### src/rtl/vmul_pkg.sv
// Shared types and widths for the shared Vedic multiplier controller.
package vmul_pkg;

    typedef enum logic [1:0] {
        IDLE = 2'd0,
        MUL  = 2'd1,
        RESP = 2'd2
    } vmul_state_e;

    localparam int OP_W = 8;
    localparam int P_W  = 16;

endpackage

### src/rtl/i8bit_mul.sv
// Unsigned 8x8 Vedic (Urdhva-Tiryagbhyam) multiplier: column k sums the crosswise products a[i]&b[k-i].
module i8bit_mul
    import vmul_pkg::*;
(
    output logic [P_W-1:0]  s,
    input  logic [OP_W-1:0] a,
    input  logic [OP_W-1:0] b
);

    logic [P_W-1:0] term [2*OP_W-1];

    generate
        for (genvar gk = 0; gk < 2*OP_W-1; gk++) begin : g_col
            logic [OP_W-1:0] diag;
            for (genvar gi = 0; gi < OP_W; gi++) begin : g_bit
                if (gk - gi >= 0 && gk - gi < OP_W) begin : g_on
                    assign diag[gi] = a[gi] & b[gk-gi];
                end else begin : g_off
                    assign diag[gi] = 1'b0;
                end
            end
            assign term[gk] = P_W'($countones(diag)) << gk;
        end
    endgenerate

    always_comb begin
        s = '0;
        for (int k = 0; k < 2*OP_W-1; k++) begin
            s = s + term[k[3:0]];
        end
    end

endmodule

### src/rtl/rr_arb.sv
// Combinational round-robin arbiter: grants the first set request at or above ptr, wrapping.
module rr_arb #(
    parameter int N = 4,
    parameter int W = $clog2(N)
) (
    input  logic [N-1:0] req,
    input  logic [W-1:0] ptr,
    output logic [N-1:0] gnt,
    output logic [W-1:0] gnt_idx
);

    logic [W:0]   cand;
    logic [W-1:0] sel;
    logic         found;

    always_comb begin
        gnt     = '0;
        gnt_idx = '0;
        found   = 1'b0;
        cand    = '0;
        sel     = '0;
        for (int off = 0; off < N; off++) begin
            // One extra bit so ptr+off never overflows before the modulo fold.
            cand = {1'b0, ptr} + (W+1)'(off);
            if (cand >= (W+1)'(N)) begin
                cand = cand - (W+1)'(N);
            end
            sel = cand[W-1:0];
            if (!found && req[sel]) begin
                found        = 1'b1;
                gnt[sel]     = 1'b1;
                gnt_idx      = sel;
            end
        end
    end

endmodule

### src/rtl/vmul_share_ctrl.sv
// Shares one i8bit_mul among N_REQ requesters: round-robin accept, registered operands, tagged response.
module vmul_share_ctrl
    import vmul_pkg::*;
#(
    parameter int N_REQ = 4,
    parameter int IDW   = $clog2(N_REQ)
) (
    input  logic                  clk,
    input  logic                  rst,
    input  logic [N_REQ-1:0]      req_valid,
    input  logic [OP_W*N_REQ-1:0] req_a,
    input  logic [OP_W*N_REQ-1:0] req_b,
    output logic [N_REQ-1:0]      req_ready,
    output logic                  rsp_valid,
    input  logic                  rsp_ready,
    output logic [IDW-1:0]        rsp_id,
    output logic [P_W-1:0]        rsp_p
);

    vmul_state_e     state_reg;
    logic [IDW-1:0]  ptr_reg;
    logic [IDW-1:0]  id_reg;
    logic [OP_W-1:0] op_a_reg;
    logic [OP_W-1:0] op_b_reg;
    logic [P_W-1:0]  rsp_p_reg;
    logic [IDW-1:0]  rsp_id_reg;

    logic [N_REQ-1:0] gnt;
    logic [IDW-1:0]   gnt_idx;
    logic [IDW-1:0]   ptr_next;
    logic [P_W-1:0]   mul_s;
    logic [OP_W-1:0]  a_arr [N_REQ];
    logic [OP_W-1:0]  b_arr [N_REQ];

    generate
        for (genvar gi = 0; gi < N_REQ; gi++) begin : g_unpack
            assign a_arr[gi] = req_a[OP_W*gi +: OP_W];
            assign b_arr[gi] = req_b[OP_W*gi +: OP_W];
        end
    endgenerate

    rr_arb #(.N(N_REQ), .W(IDW)) u_arb (
        .req     (req_valid),
        .ptr     (ptr_reg),
        .gnt     (gnt),
        .gnt_idx (gnt_idx)
    );

    // Multiplier sees only the registered operands, never the request bus.
    i8bit_mul u_mul (
        .s (mul_s),
        .a (op_a_reg),
        .b (op_b_reg)
    );

    assign req_ready = (state_reg == IDLE && !rst) ? gnt : '0;
    assign rsp_valid = (state_reg == RESP);
    assign rsp_p     = rsp_p_reg;
    assign rsp_id    = rsp_id_reg;
    assign ptr_next  = (gnt_idx == IDW'(N_REQ-1)) ? '0 : gnt_idx + 1'b1;

    always_ff @(posedge clk) begin
        if (rst) begin
            state_reg  <= IDLE;
            ptr_reg    <= '0;
            id_reg     <= '0;
            op_a_reg   <= '0;
            op_b_reg   <= '0;
            rsp_p_reg  <= '0;
            rsp_id_reg <= '0;
        end else begin
            case (state_reg)
                IDLE: begin
                    if (|req_ready) begin
                        op_a_reg  <= a_arr[gnt_idx];
                        op_b_reg  <= b_arr[gnt_idx];
                        id_reg    <= gnt_idx;
                        ptr_reg   <= ptr_next;
                        state_reg <= MUL;
                    end
                end
                MUL: begin
                    rsp_p_reg  <= mul_s;
                    rsp_id_reg <= id_reg;
                    state_reg  <= RESP;
                end
                RESP: begin
                    if (rsp_ready) begin
                        state_reg <= IDLE;
                    end
                end
                default: state_reg <= IDLE;
            endcase
        end
    end

endmodule

### config.mk
export PLATFORM = sky130hd
export DESIGN_NAME = vmul_share_ctrl
export DESIGN_NICKNAME = d
export VERILOG_FILES = /design/src/rtl/vmul_pkg.sv /design/src/rtl/i8bit_mul.sv /design/src/rtl/rr_arb.sv /design/src/rtl/vmul_share_ctrl.sv
export SDC_FILE = /design/constraint.sdc
export NUM_CORES = 1
export LEC_CHECK = 0
export CELL_PAD_IN_SITES_DETAIL_PLACEMENT = 2
export CELL_PAD_IN_SITES_GLOBAL_PLACEMENT = 2
export CORE_ASPECT_RATIO = 0.8
export CORE_UTILIZATION = 30
export CTS_BUF_LIST = sky130_fd_sc_hd__clkbuf_16
export CTS_CLUSTER_DIAMETER = 120
export DETAILED_ROUTE_END_ITERATION = 8
export PLACE_DENSITY_LB_ADDON = 0.25
export SLEW_MARGIN = 20
export SYNTH_ARGS = -nofsm -noshare
export SYNTH_HDL_FRONTEND = slang
export SYNTH_SLANG_ARGS = --single-unit
### constraint.sdc
create_clock -name clk -period 5 [get_ports clk]
set_clock_uncertainty 0.15 [all_clocks]
set_input_delay 1 -clock clk [delete_from_list [all_inputs] [get_ports clk]]
set_output_delay 1 -clock clk [all_outputs]
set_load 0.01 [all_outputs]
==> results of run 1 <==
[area by class of cell]
type                    count  share of cell area
repair buffers            134               0.173
clock buffers               5              0.0174
well taps                 225              0.0391
flip-flops and latches     40               0.113
clock inverters             2             0.00834
multi-input cells         441               0.609
inverters                  78              0.0407
[cells by family after synthesis]
group                    Yosys count  share of synthesized area
AND/OR/NAND/NOR                  173                      0.181
adder cells (fa/ha/maj)          123                      0.343
buffers and inverters            103                     0.0828
multiplexers                      76                      0.154
AO/OA/AOI/OAI                     62                     0.0776
flip-flops                        40                      0.150
XOR/XNOR                           7                     0.0115
[metal layers]
metal	track usage	share of wire	vias to the layer above
met5	0	0	-
met4	0.0319	0.0080	0
met3	0.0301	0.032	10
met2	0.339	0.50	54
met1	0.232	0.46	2237
li1	-	-	2177
[stage by stage]
stage / std cells / setup TNS (ns) / area (um^2) / hold WS (ns) / total power, uW
after detailed placement: 913 / -1.74 / 6810 / 0.304 / 2320
after CTS: 924 / -1.65 / 7100 / 0.318 / 2860
final: 925 / -1.19 / 7200 / 0.308 / 2870
after global routing: 925 / -2.39 / 7200 / 0.331 / 3120
after floorplan: 584 / -0.124 / 5460 / 0.277 / 1710
after global placement: 913 / -0.979 / 6810 / 0.298 / 2250
[worst max-delay path, delay by kind of cell, from the launching register on]
kind | cells | cell delay [ns]
buffers and inverters | 5 | 0.32
AO/OA/AOI/OAI | 5 | 0.80
flip-flops | 1 | 0.34
adder cells (fa/ha/maj) | 10 | 3.38
AND/OR/NAND/NOR | 1 | 0.16
[power by group]
part	leakage, uW	internal (uW)	switching (uW)
Sequential	0.000330	413	72.4
Clock	0.0000899	284	146
Combinational	0.00295	944	1010
[path summary, 6_finish.rpt]
check / slack [ns] / to / depth (start not counted)
max: -0.26 / rsp_p[12] / 21
min: 0.31 / rsp_p[9] / 2
max reg2reg: -0.26 / rsp_p[12] / 21
min reg2reg: 0.31 / rsp_p[9] / 2
[repair_timing]
action	CTS	global route
pin swaps	23	18
endpoints found under the hold margin	0	0
resized for setup	15	17
setup endpoints to repair	7	12
buffers inserted	5	2
[cell usage after synthesis, drive strengths merged (2+ instances only)]
| cell type | n | share of area |
|---|---|---|
| fa | 38 | 0.14 |
| or3 | 3 | 0.0035 |
| or3b | 2 | 0.0033 |
| a221oi | 4 | 0.0066 |
| o21ai | 5 | 0.0047 |
| mux2i | 53 | 0.10 |
| a211oi | 4 | 0.0056 |
| nand2 | 35 | 0.025 |
| inv | 78 | 0.055 |
| a21o | 2 | 0.0028 |
| clkbuf | 10 | 0.0071 |
| ha | 85 | 0.20 |
| nand3 | 3 | 0.0038 |
| nand2b | 20 | 0.024 |
| o221ai | 2 | 0.0033 |
| buf | 15 | 0.021 |
| a31oi | 2 | 0.0024 |
| mux4 | 2 | 0.0085 |
| xor2 | 3 | 0.0049 |
| nor3 | 6 | 0.0056 |
| nor2b | 8 | 0.0094 |
| a21oi | 23 | 0.022 |
| o211ai | 5 | 0.0071 |
| nand3b | 5 | 0.0071 |
| mux2 | 21 | 0.046 |
| nor2 | 19 | 0.013 |
| xnor2 | 4 | 0.0066 |
| nor3b | 3 | 0.0042 |
| and2 | 63 | 0.074 |
| dfxtp | 40 | 0.15 |
| o21a | 7 | 0.0099 |
==> flow_metrics.env, run 1 <==
export IMPL_status="finished, violations left"
export IMPL_violations="negative setup slack"
export IMPL_synth_enable_flop_cells=0
export IMPL_async_flop_share=0
export IMPL_grt_use_total=0.186
export IMPL_wl_per_cell_um=17.3
export IMPL_hp_start="rsp_p[9]"
export IMPL_clock_sinks=40
export IMPL_yosys_register_bits=40
export IMPL_clock_fmax_mhz=190
export IMPL_finalNetCount=894
export IMPL_die_h_um=121
export IMPL_clock_latency_ns=0.30
export IMPL_max_cap_viol_count=0
export IMPL_drc=0
export IMPL_seq_area_frac_synth=0.150
export IMPL_pin_count=94
export IMPL_gp_congestion=0.831
export IMPL_worst_pin_slew_ns=0.884
export IMPL_cp_max_fo=4
export IMPL_cts_tree="built"
export IMPL_first_global_vias=5085
export IMPL_synthToLayoutAreaGrowth_pct=35.3
export IMPL_worst_hold_path_type="reg2reg"
export IMPL_slowest_delay_ns=0.51
export IMPL_r2r_start="op_a_reg[3]"
export IMPL_start_util=0.307
export IMPL_antenna_found_initial=0
export IMPL_coreArea_um2=17300
export IMPL_fillCellCount=1861
export IMPL_finalCritPeriodShare=1.05
export IMPL_yosysWarnings=0
export IMPL_wl_um=16000
export IMPL_seq_area_um2=811
export IMPL_crit_start="op_a_reg[3]"
export IMPL_ir_drop_v=0.000163
export IMPL_drive_above_1_share=0.160
export IMPL_rsz0062_at_grt="true"
export IMPL_largest_reg_flops=16
export IMPL_crit_path_end_kind="register"
export IMPL_power_density_nw_per_um2=399
export IMPL_setup_viol=6
export IMPL_diodes=0
export IMPL_synthesis_area_um2=5320
export IMPL_syn_area_per_cell_um2=9.11
export IMPL_htree_levels=2
export IMPL_maxSlewViolCount=0
export IMPL_leakage_uw=0.00337
export IMPL_clkSlewWorstSetupHoldPaths_ns=0.07
export IMPL_required_ns=5.05
export IMPL_critPathArrivalTime_ns=5.32
export IMPL_final_cell_mix="clkdlybuf4s50_1, inv_1, ha_1"
export IMPL_cts_made_buffers=5
export IMPL_viasPerCell=4.84
export IMPL_relSlewSlack=0.411
export IMPL_grt_max_degree=43
export IMPL_crit_type="reg2reg"
export IMPL_vias=4478
export IMPL_fp_row_count=43
export IMPL_grt_pass1_wl_um=26200
export IMPL_utilization=0.416
export IMPL_critPathLaunchType="register"
export IMPL_layout_setup_ws_ns=-0.262
export IMPL_syn_inst=584
export IMPL_hpwl_um=12700
export IMPL_period_minus_slack_ns=5.26
export IMPL_die_area_um2=18300
export IMPL_first_pass_iters=6
export IMPL_port_buffers=93
export IMPL_multi_input_area_um2=4380
export IMPL_postSynthNetCount=778
export IMPL_gr_total_overflow=0
export IMPL_initialDrtViolationCount=89
export IMPL_fp_dieW_um=151
export IMPL_crit_path_cell_trace="and2_4, ha_4, fa_1, inv_1, fa_1, inv_1, ha_2, inv_2, fa_1, fa_2, fa_1, inv_2, ha_4, ha_4, ha_4, buf_6, o21ai_4, a21boi_2, o21a_1, o21a_1, o41ai_2"
export IMPL_post_place_ws_ns=-0.366
export IMPL_critPathSlowestCell="fa_1"
export IMPL_synthDistinctLibCells=52
export IMPL_cts_buffer_depth=2
export IMPL_layout_commonest_cell="clkdlybuf4s50_1"
export IMPL_hold_violations=0
export IMPL_synthFlopType="dfxtp_1"
export IMPL_postRouteAntennaNets=0
export IMPL_cts_root_buf="clkbuf_16"
export IMPL_cts_hold_buffers=0
(Power assumes the default switching activity.)
==> run 2: changes to the inputs <==
--- a/config.mk
+++ b/config.mk
@@ -11,6 +11,7 @@
 export CORE_UTILIZATION = 30
 export CTS_BUF_LIST = sky130_fd_sc_hd__clkbuf_16
 export CTS_CLUSTER_DIAMETER = 120
+export CTS_CLUSTER_SIZE = 28
 export DETAILED_ROUTE_END_ITERATION = 8
 export PLACE_DENSITY_LB_ADDON = 0.25
 export SLEW_MARGIN = 20
==> results of run 2 <==
Same layout as run 1: the final DEF is identical, and so are final timing and power.
